[config.mk]
export PLATFORM = sky130hd
export DESIGN_NAME = fetch_unit_flat
export DESIGN_NICKNAME = d
export VERILOG_FILES = /design/src/rtl/fetch_unit_if.sv /design/src/rtl/fetch_unit.sv /design/src/flat_wrapper.sv
export SDC_FILE = /design/constraint.sdc
export NUM_CORES = 1
export LEC_CHECK = 0
export CELL_PAD_IN_SITES_DETAIL_PLACEMENT = 0
export CELL_PAD_IN_SITES_GLOBAL_PLACEMENT = 1
export CORE_ASPECT_RATIO = 1.1
export CORE_MARGIN = 4
export CORE_UTILIZATION = 34
export DETAILED_ROUTE_END_ITERATION = 7
export GPL_ROUTABILITY_DRIVEN = 0
export PLACE_DENSITY_LB_ADDON = 0.1
export SKIP_LAST_GASP = 1
export SLEW_MARGIN = 0
export SYNTH_ARGS = -nofsm -noshare
export SYNTH_HDL_FRONTEND = slang
export SYNTH_SLANG_ARGS = --single-unit
[constraint.sdc]
create_clock -name clk -period 4 [get_ports clk]
set_input_delay 0.6 -clock clk [delete_from_list [all_inputs] [get_ports clk]]
set_output_delay 0.6 -clock clk [all_outputs]
set_load 0.005 [all_outputs]
[src/rtl/fetch_unit_if.sv]
// fetch_unit_if: instruction-memory, decode-handshake and redirect signals around the fetch unit
interface fetch_unit_if;
  logic [31:0] imem_addr;
  logic [31:0] imem_instr;
  logic        out_valid;
  logic        out_ready;
  logic [31:0] out_instr;
  logic [31:0] out_pc;
  logic        redirect_valid;
  logic [31:0] redirect_pc;
  modport master (
    output imem_addr, out_valid, out_instr, out_pc,
    input  imem_instr, out_ready, redirect_valid, redirect_pc
  );
  modport slave (
    input  imem_addr, out_valid, out_instr, out_pc,
    output imem_instr, out_ready, redirect_valid, redirect_pc
  );
endinterface

[src/rtl/fetch_unit.sv]
// fetch_unit: PC sequencer that waits out imem latency, captures the word and hands {instr, pc} to decode
module fetch_unit #(
  parameter logic [31:0] RESET_PC    = 32'h0000_0000,
  parameter int          WAIT_CYCLES = 2
) (
  input  logic clk,
  input  logic reset,
  fetch_unit_if.master bus
);
  localparam logic [0:0] WAIT = 1'b0;
  localparam logic [0:0] HOLD = 1'b1;
  logic [0:0]  state;
  logic [3:0]  wait_cnt;
  logic [31:0] addr, instr, pc;
  logic        valid;
  assign bus.imem_addr = addr;
  assign bus.out_valid = valid;
  assign bus.out_instr = instr;
  assign bus.out_pc    = pc;
  // redirect outranks both the capture and an accept on the same edge
  always_ff @(posedge clk or posedge reset)
    if (reset) begin
      addr     <= {RESET_PC[31:2], 2'b00};
      valid    <= 1'b0;
      instr    <= '0;
      pc       <= '0;
      wait_cnt <= '0;
      state    <= WAIT;
    end else if (bus.redirect_valid) begin
      addr     <= {bus.redirect_pc[31:2], 2'b00};
      valid    <= 1'b0;
      wait_cnt <= '0;
      state    <= WAIT;
    end else if (state == WAIT) begin
      if (wait_cnt == 4'(WAIT_CYCLES - 1)) begin
        instr    <= bus.imem_instr;
        pc       <= addr;
        valid    <= 1'b1;
        wait_cnt <= '0;
        state    <= HOLD;
      end else
        wait_cnt <= wait_cnt + 4'd1;
    end else if (bus.out_ready) begin
      addr  <= addr + 32'd4;
      valid <= 1'b0;
      state <= WAIT;
    end
endmodule

[src/flat_wrapper.sv]
// flat-port wrapper written by rule: the top's interface ports become plain ports
module fetch_unit_flat 
#(
  parameter logic [31:0] RESET_PC    = 32'h0000_0000,
  parameter int          WAIT_CYCLES = 2
)
  (clk, reset, bus_imem_addr, bus_out_valid, bus_out_instr, bus_out_pc, bus_imem_instr, bus_out_ready, bus_redirect_valid, bus_redirect_pc);
  fetch_unit_if bus_i ();
  input  logic clk;
  input  logic reset;
  output wire logic [$bits(bus_i.imem_addr)-1:0] bus_imem_addr;
  output wire logic [$bits(bus_i.out_valid)-1:0] bus_out_valid;
  output wire logic [$bits(bus_i.out_instr)-1:0] bus_out_instr;
  output wire logic [$bits(bus_i.out_pc)-1:0] bus_out_pc;
  input wire logic [$bits(bus_i.imem_instr)-1:0] bus_imem_instr;
  input wire logic [$bits(bus_i.out_ready)-1:0] bus_out_ready;
  input wire logic [$bits(bus_i.redirect_valid)-1:0] bus_redirect_valid;
  input wire logic [$bits(bus_i.redirect_pc)-1:0] bus_redirect_pc;
  assign bus_imem_addr = bus_i.imem_addr;
  assign bus_out_valid = bus_i.out_valid;
  assign bus_out_instr = bus_i.out_instr;
  assign bus_out_pc = bus_i.out_pc;
  assign bus_i.imem_instr = bus_imem_instr;
  assign bus_i.out_ready = bus_out_ready;
  assign bus_i.redirect_valid = bus_redirect_valid;
  assign bus_i.redirect_pc = bus_redirect_pc;
  fetch_unit #(.RESET_PC(RESET_PC), .WAIT_CYCLES(WAIT_CYCLES)) u_core (.clk(clk), .reset(reset), .bus(bus_i));
endmodule
* Yosys cells after proc, flatten, opt, wreduce, memory -nomap -nowiden
Index checks and enable logic that the tools add are counted.
Storage, ports and cells: bits in registers 102, input port bits 68, output and inout bits 97, logic and storage cells 33
Cells by class: add/sub/neg operators 2, equality and inequality tests 3, multiplexer cells 14, bitwise gates (word level) 2, reduce and logical (&&, ||, !) cells 6
Operator list (number):
- 32-bit two-way mux | 3
- 32-bit by 3-bit adder with 32-bit output (second input constant) | 1
- 4-bit two-way mux | 3
- 1-bit two-way mux | 8
- 4-bit by 1-bit adder with 4-bit output (second input constant) | 1
- 4-bit by 1-bit equality test with 1-bit output (second input constant) | 1
- 2-bit AND reduction | 2
- 2-bit nonzero test | 2
- 3-bit inequality test (second input constant) | 1
- 3-bit AND reduction | 1
- 3-bit nonzero test | 1
- 2-bit inequality test (second input constant) | 1
- 1-bit inverter | 2

* Logic depth before layout (Yosys ltp)
depth in word-level cells 4, mapped depth 7, depth with buffers taken out 6

* Worst setup path before layout
No wires, ideal clock.
kind input-to-reg, start input bus_out_ready, end register u_core.addr[31] (netlist: u_core.bus.imem_addr[31]), setup time 0.082 ns, data arrival time 2.019 ns, required time 3.918 ns, path slack 1.899 ns, cell stages on the path 5, path buffers 1, cell sequence nand2_1 > or4_1 > buf_2 > or4_1 > a31oi_1
Between the ends: word-level cells in the longest chain between the ends 2
RTL lines:
- from (decl) | line flat_wrapper.sv:16 | input wire logic [$bits(bus_i.out_ready)-1:0] bus_out_ready;
- 2-bit nonzero test (no source line)
- 2-bit AND reduction (no source line)
- to (signal assigned) | line fetch_unit.sv:23 | addr <= {RESET_PC[31:2], 2'b00};
- to (signal assigned) | line fetch_unit.sv:30 | addr <= {bus.redirect_pc[31:2], 2'b00};
- to (signal assigned) | line fetch_unit.sv:44 | addr <= addr + 32'd4;
- to (decl) | line fetch_unit.sv:14 | logic [31:0] addr, instr, pc;
No other way between the ends. A chain may end at the register's enable or synchronous reset.

* Worst setup path in the final report
start register u_core.wait_cnt[1], end register u_core.instr[5] (netlist: u_core.bus.out_instr[5])
Between the ends: word-level cells in the longest chain between the ends 2
RTL lines:
- from (decl) | line fetch_unit.sv:13 | logic [3:0] wait_cnt;
- from (signal assigned) | line fetch_unit.sv:42 | wait_cnt <= wait_cnt + 4'd1;
- 4-bit by 1-bit equality test with 1-bit output | line fetch_unit.sv:35 | if (wait_cnt == 4'(WAIT_CYCLES - 1)) begin
- 3-bit AND reduction (no source line)
- to (signal assigned) | line fetch_unit.sv:36 | instr <= bus.imem_instr;
- to (decl) | line fetch_unit.sv:14
No other way between the ends.

==> flow_summary.toml <==
[timing]
timing.fmax_mhz = 360.3
tightest_slew_ns = 0.9628
skew_ns = 0.006971
finalSetupTns_ns = 0
setup_violations = 0
period_share_pct = 69.38
slew_headroom_pct = 35.74
rsz0062_at_grt = "false"
maxSlewViolCount = 0
hold_slack_ns = 0.4919
finalHoldViolCount = 0
min_period_ns = 2.775

[logic_synthesis]
synth.distinct_cells = 36
synth_area_mm2 = 0.004397
yosysSeqAreaShare_pct = 55.78
synth_top_area_share_pct = 55.78
synth_warnings = 0
async_reset_ff_share_pct = 100.0
synth-seq-cells = 98
syn_inst = 374
synth-edff-count = 0
synth_ff_type = "dfrtp_1"
yosysTopAreaCell = "dfrtp_1"
ys_top_cells_by_area = "dfrtp_1, mux2_2, nand2_1"
syn-mean-instance-area_um2 = 11.76

[cts]
cts_tree = "built"
cts-root-buf = "clkbuf_16"
htreeDepth = 3
clk_latency_ns = 0.35
holdBufCountCts = 0
clock_path_buffers = 2
clk_pin_slew_ns = 0.07
cts_resized = 0
cts_made_buffers = 9
cts_sinks = 98
cts_setup_buffers = 0

[global_route]
gr-total-overflow = 0
grt_pass1_vias = 3551
grt_max_degree = 49
grt_antenna_before_repair = 0
grt_use_total_pct = 16.09
grt_pass1_wl_um = 18460

[critical_path]
cp.arrival_ns = 3.00
crit_slowest_cell = "nand2_2"
critPathMaxFanout = 34
path_buf_inv = 2
cp-end-kind = "flip-flop"
start_kind = "flip-flop"
path_class = "flip-flop to flip-flop"
cp.required_ns = 4.23
worstPathCellList = "inv_1 > ha_1 > nor3b_1 > nand2_2 > buf_12 > mux2_2"
slowest_delay_ns = 0.68
critPathTopFamily = "simple AND/OR/NAND/NOR gates"

[route]
ant_nets = 0
viasPerCell = 4.975
drt_iter0_drc = 108
routed_wl_um = 11450
num_vias = 3408
wl_per_cell_um = 16.72
drc_errors = 0
dr.pass1.iters = 4

[power_and_ir_drop]
p_leak_nw = 2.533
pwr-share-seq_pct = 40.2
p_int_w = 0.002864
switching_share_pct = 27.15
comb_power_share_pct = 38.4
pwr-share-clk_pct = 21.4
vdd_drop_max_uv = 362.4
p_per_area_mw_per_mm2 = 619.4
switchingPower_w = 0.001067

[die]
ioPinCount = 165
num_rows = 43
core_mm2 = 0.01264
start_util_pct = 34.77
die_y_um = 127.3
design.die.area_mm2 = 0.01482
die_w_um = 116.4

[status]
outcome = "finished clean"

[placement]
port_buffers = 158
place.detailed.hpwl_um = 8195

[layout]
drive_gt1_share_pct = 16.29
areaGrowthSynthToFinish_pct = 44.37
final_common_cell = "clkdlybuf4s50_1"
most-common-layout-cells = "clkdlybuf4s50_1, dfrtp_1, mux2_2"
n_antenna_cell = 0
final_net_count = 594

[job]
max-cap-violations = 0

[worst_hold_path]
hp-class = "flip-flop to flip-flop"
[metal layers]
| metal | track usage (%) | wire length [um] | vias up |
|---|---|---|---|
| met3 | 3.884 | 718 | 14 |
| li1 | - | - | 1640 |
| met1 | 20.87 | 5040 | 1652 |
| met4 | 7.577 | 262 | 0 |
| met5 | 0 | 0 | - |
| met2 | 25.22 | 5431 | 102 |
[worst min-delay path: stages, from the launching register on]
cell and delay, ns:
dfrtp_1 0.35, nand2_1 0.05, o21ai_0 0.06
[logic make-up (layout without fill, tap and decap cells)]
group,count (synthesis),after routing,share of synthesized area [%]
multiplexers,62,62,15.85
AO/OA/AOI/OAI,52,52,7.058
AND/OR/NAND/NOR,114,114,13.57
flip-flops,98,98,55.78
buffers and inverters,31,182,4.212
other,1,4,0.08529
XOR/XNOR,13,13,2.590
adder cells (fa/ha/maj),3,3,0.8538
[cells in the mapped netlist, types with 2 or more instances]
library cell,number
nand2b_1,2
nand4_1,9
buf_2,5
nor3_1,7
and2_1,3
o21ai_0,20
a31oi_1,16
nor2_1,24
nand3_1,7
xnor2_1,9
ha_1,3
inv_1,4
or3_2,3
and3_1,4
clkbuf_8,4
dfrtp_1,98
buf_4,4
mux2_2,61
nor4_1,3
nand2_1,30
or3_1,3
xor2_1,4
o31ai_1,10
a21oi_1,4
clkbuf_1,13
or4_1,13
nand4b_1,2
[power by group through the flow]
stage                     registers, W  logic, W  clock network [W]
after floorplan                0.00160  0.000617                  0
after global placement         0.00159   0.00152                  0
after detailed placement       0.00161   0.00154                  0
after CTS                      0.00159   0.00155           0.000871
after global routing           0.00164   0.00165           0.000899
final                          0.00158   0.00151           0.000841
[final cells by class]
| cell class | count | area (um^2) |
|---|---|---|
| Multi-Input combinational cell | 248 | 1773 |
| Tap cell | 157 | 196.4 |
| Timing Repair Buffer | 162 | 1624 |
| Clock buffer | 14 | 274.0 |
| Clock inverter | 2 | 10.01 |
| Fill cell | 1165 | 6296 |
| Inverter | 4 | 17.52 |
| Sequential cell | 98 | 2452 |
[registers in the layout, indices dropped and copies added (netlist names)]
signal and cells:
u_core.bus.imem_addr 30, u_core.bus.out_pc 30, u_core.bus.out_instr 32, u_core.state 1
u_core.bus.out_valid 1, u_core.wait_cnt 4
[through the flow]
stage / util (%) / setup slack (ns) / cells / power [W] / area (um^2)
4_1_cts: 50.20 / 1.162 / 685 / 0.004006 / 6347
3_3_place_gp: 47.96 / 1.200 / 669 / 0.003109 / 6063
3_5_place_dp: 47.96 / 1.171 / 669 / 0.003148 / 6063
2_1_floorplan: - / 0.8379 / 377 / 0.002221 / 4408
6_report: 50.20 / 1.225 / 685 / 0.003932 / 6347
5_1_grt: 50.20 / 1.053 / 685 / 0.004184 / 6347
[worst paths after layout]
path                                                        end  cells after the start                               from  slack (ns)
setup / recovery            u_core.bus.out_instr[5]$_DFFE_PP0P_                      6     u_core.wait_cnt[1]$_DFFE_PP0P_        1.22
max in group asynchronous  u_core.bus.imem_addr[20]$_DFFE_PP0N_                      3                              reset        2.50
setup reg to reg            u_core.bus.out_instr[5]$_DFFE_PP0P_                      6     u_core.wait_cnt[1]$_DFFE_PP0P_        1.22
min in group asynchronous  u_core.bus.out_instr[22]$_DFFE_PP0P_                      2                              reset        0.68
hold reg to reg               u_core.bus.out_pc[20]$_DFFE_PP0P_                      2  u_core.bus.out_pc[20]$_DFFE_PP0P_        0.49
hold / removal                u_core.bus.out_pc[20]$_DFFE_PP0P_                      2  u_core.bus.out_pc[20]$_DFFE_PP0P_        0.49
(Power assumes the default switching activity.)
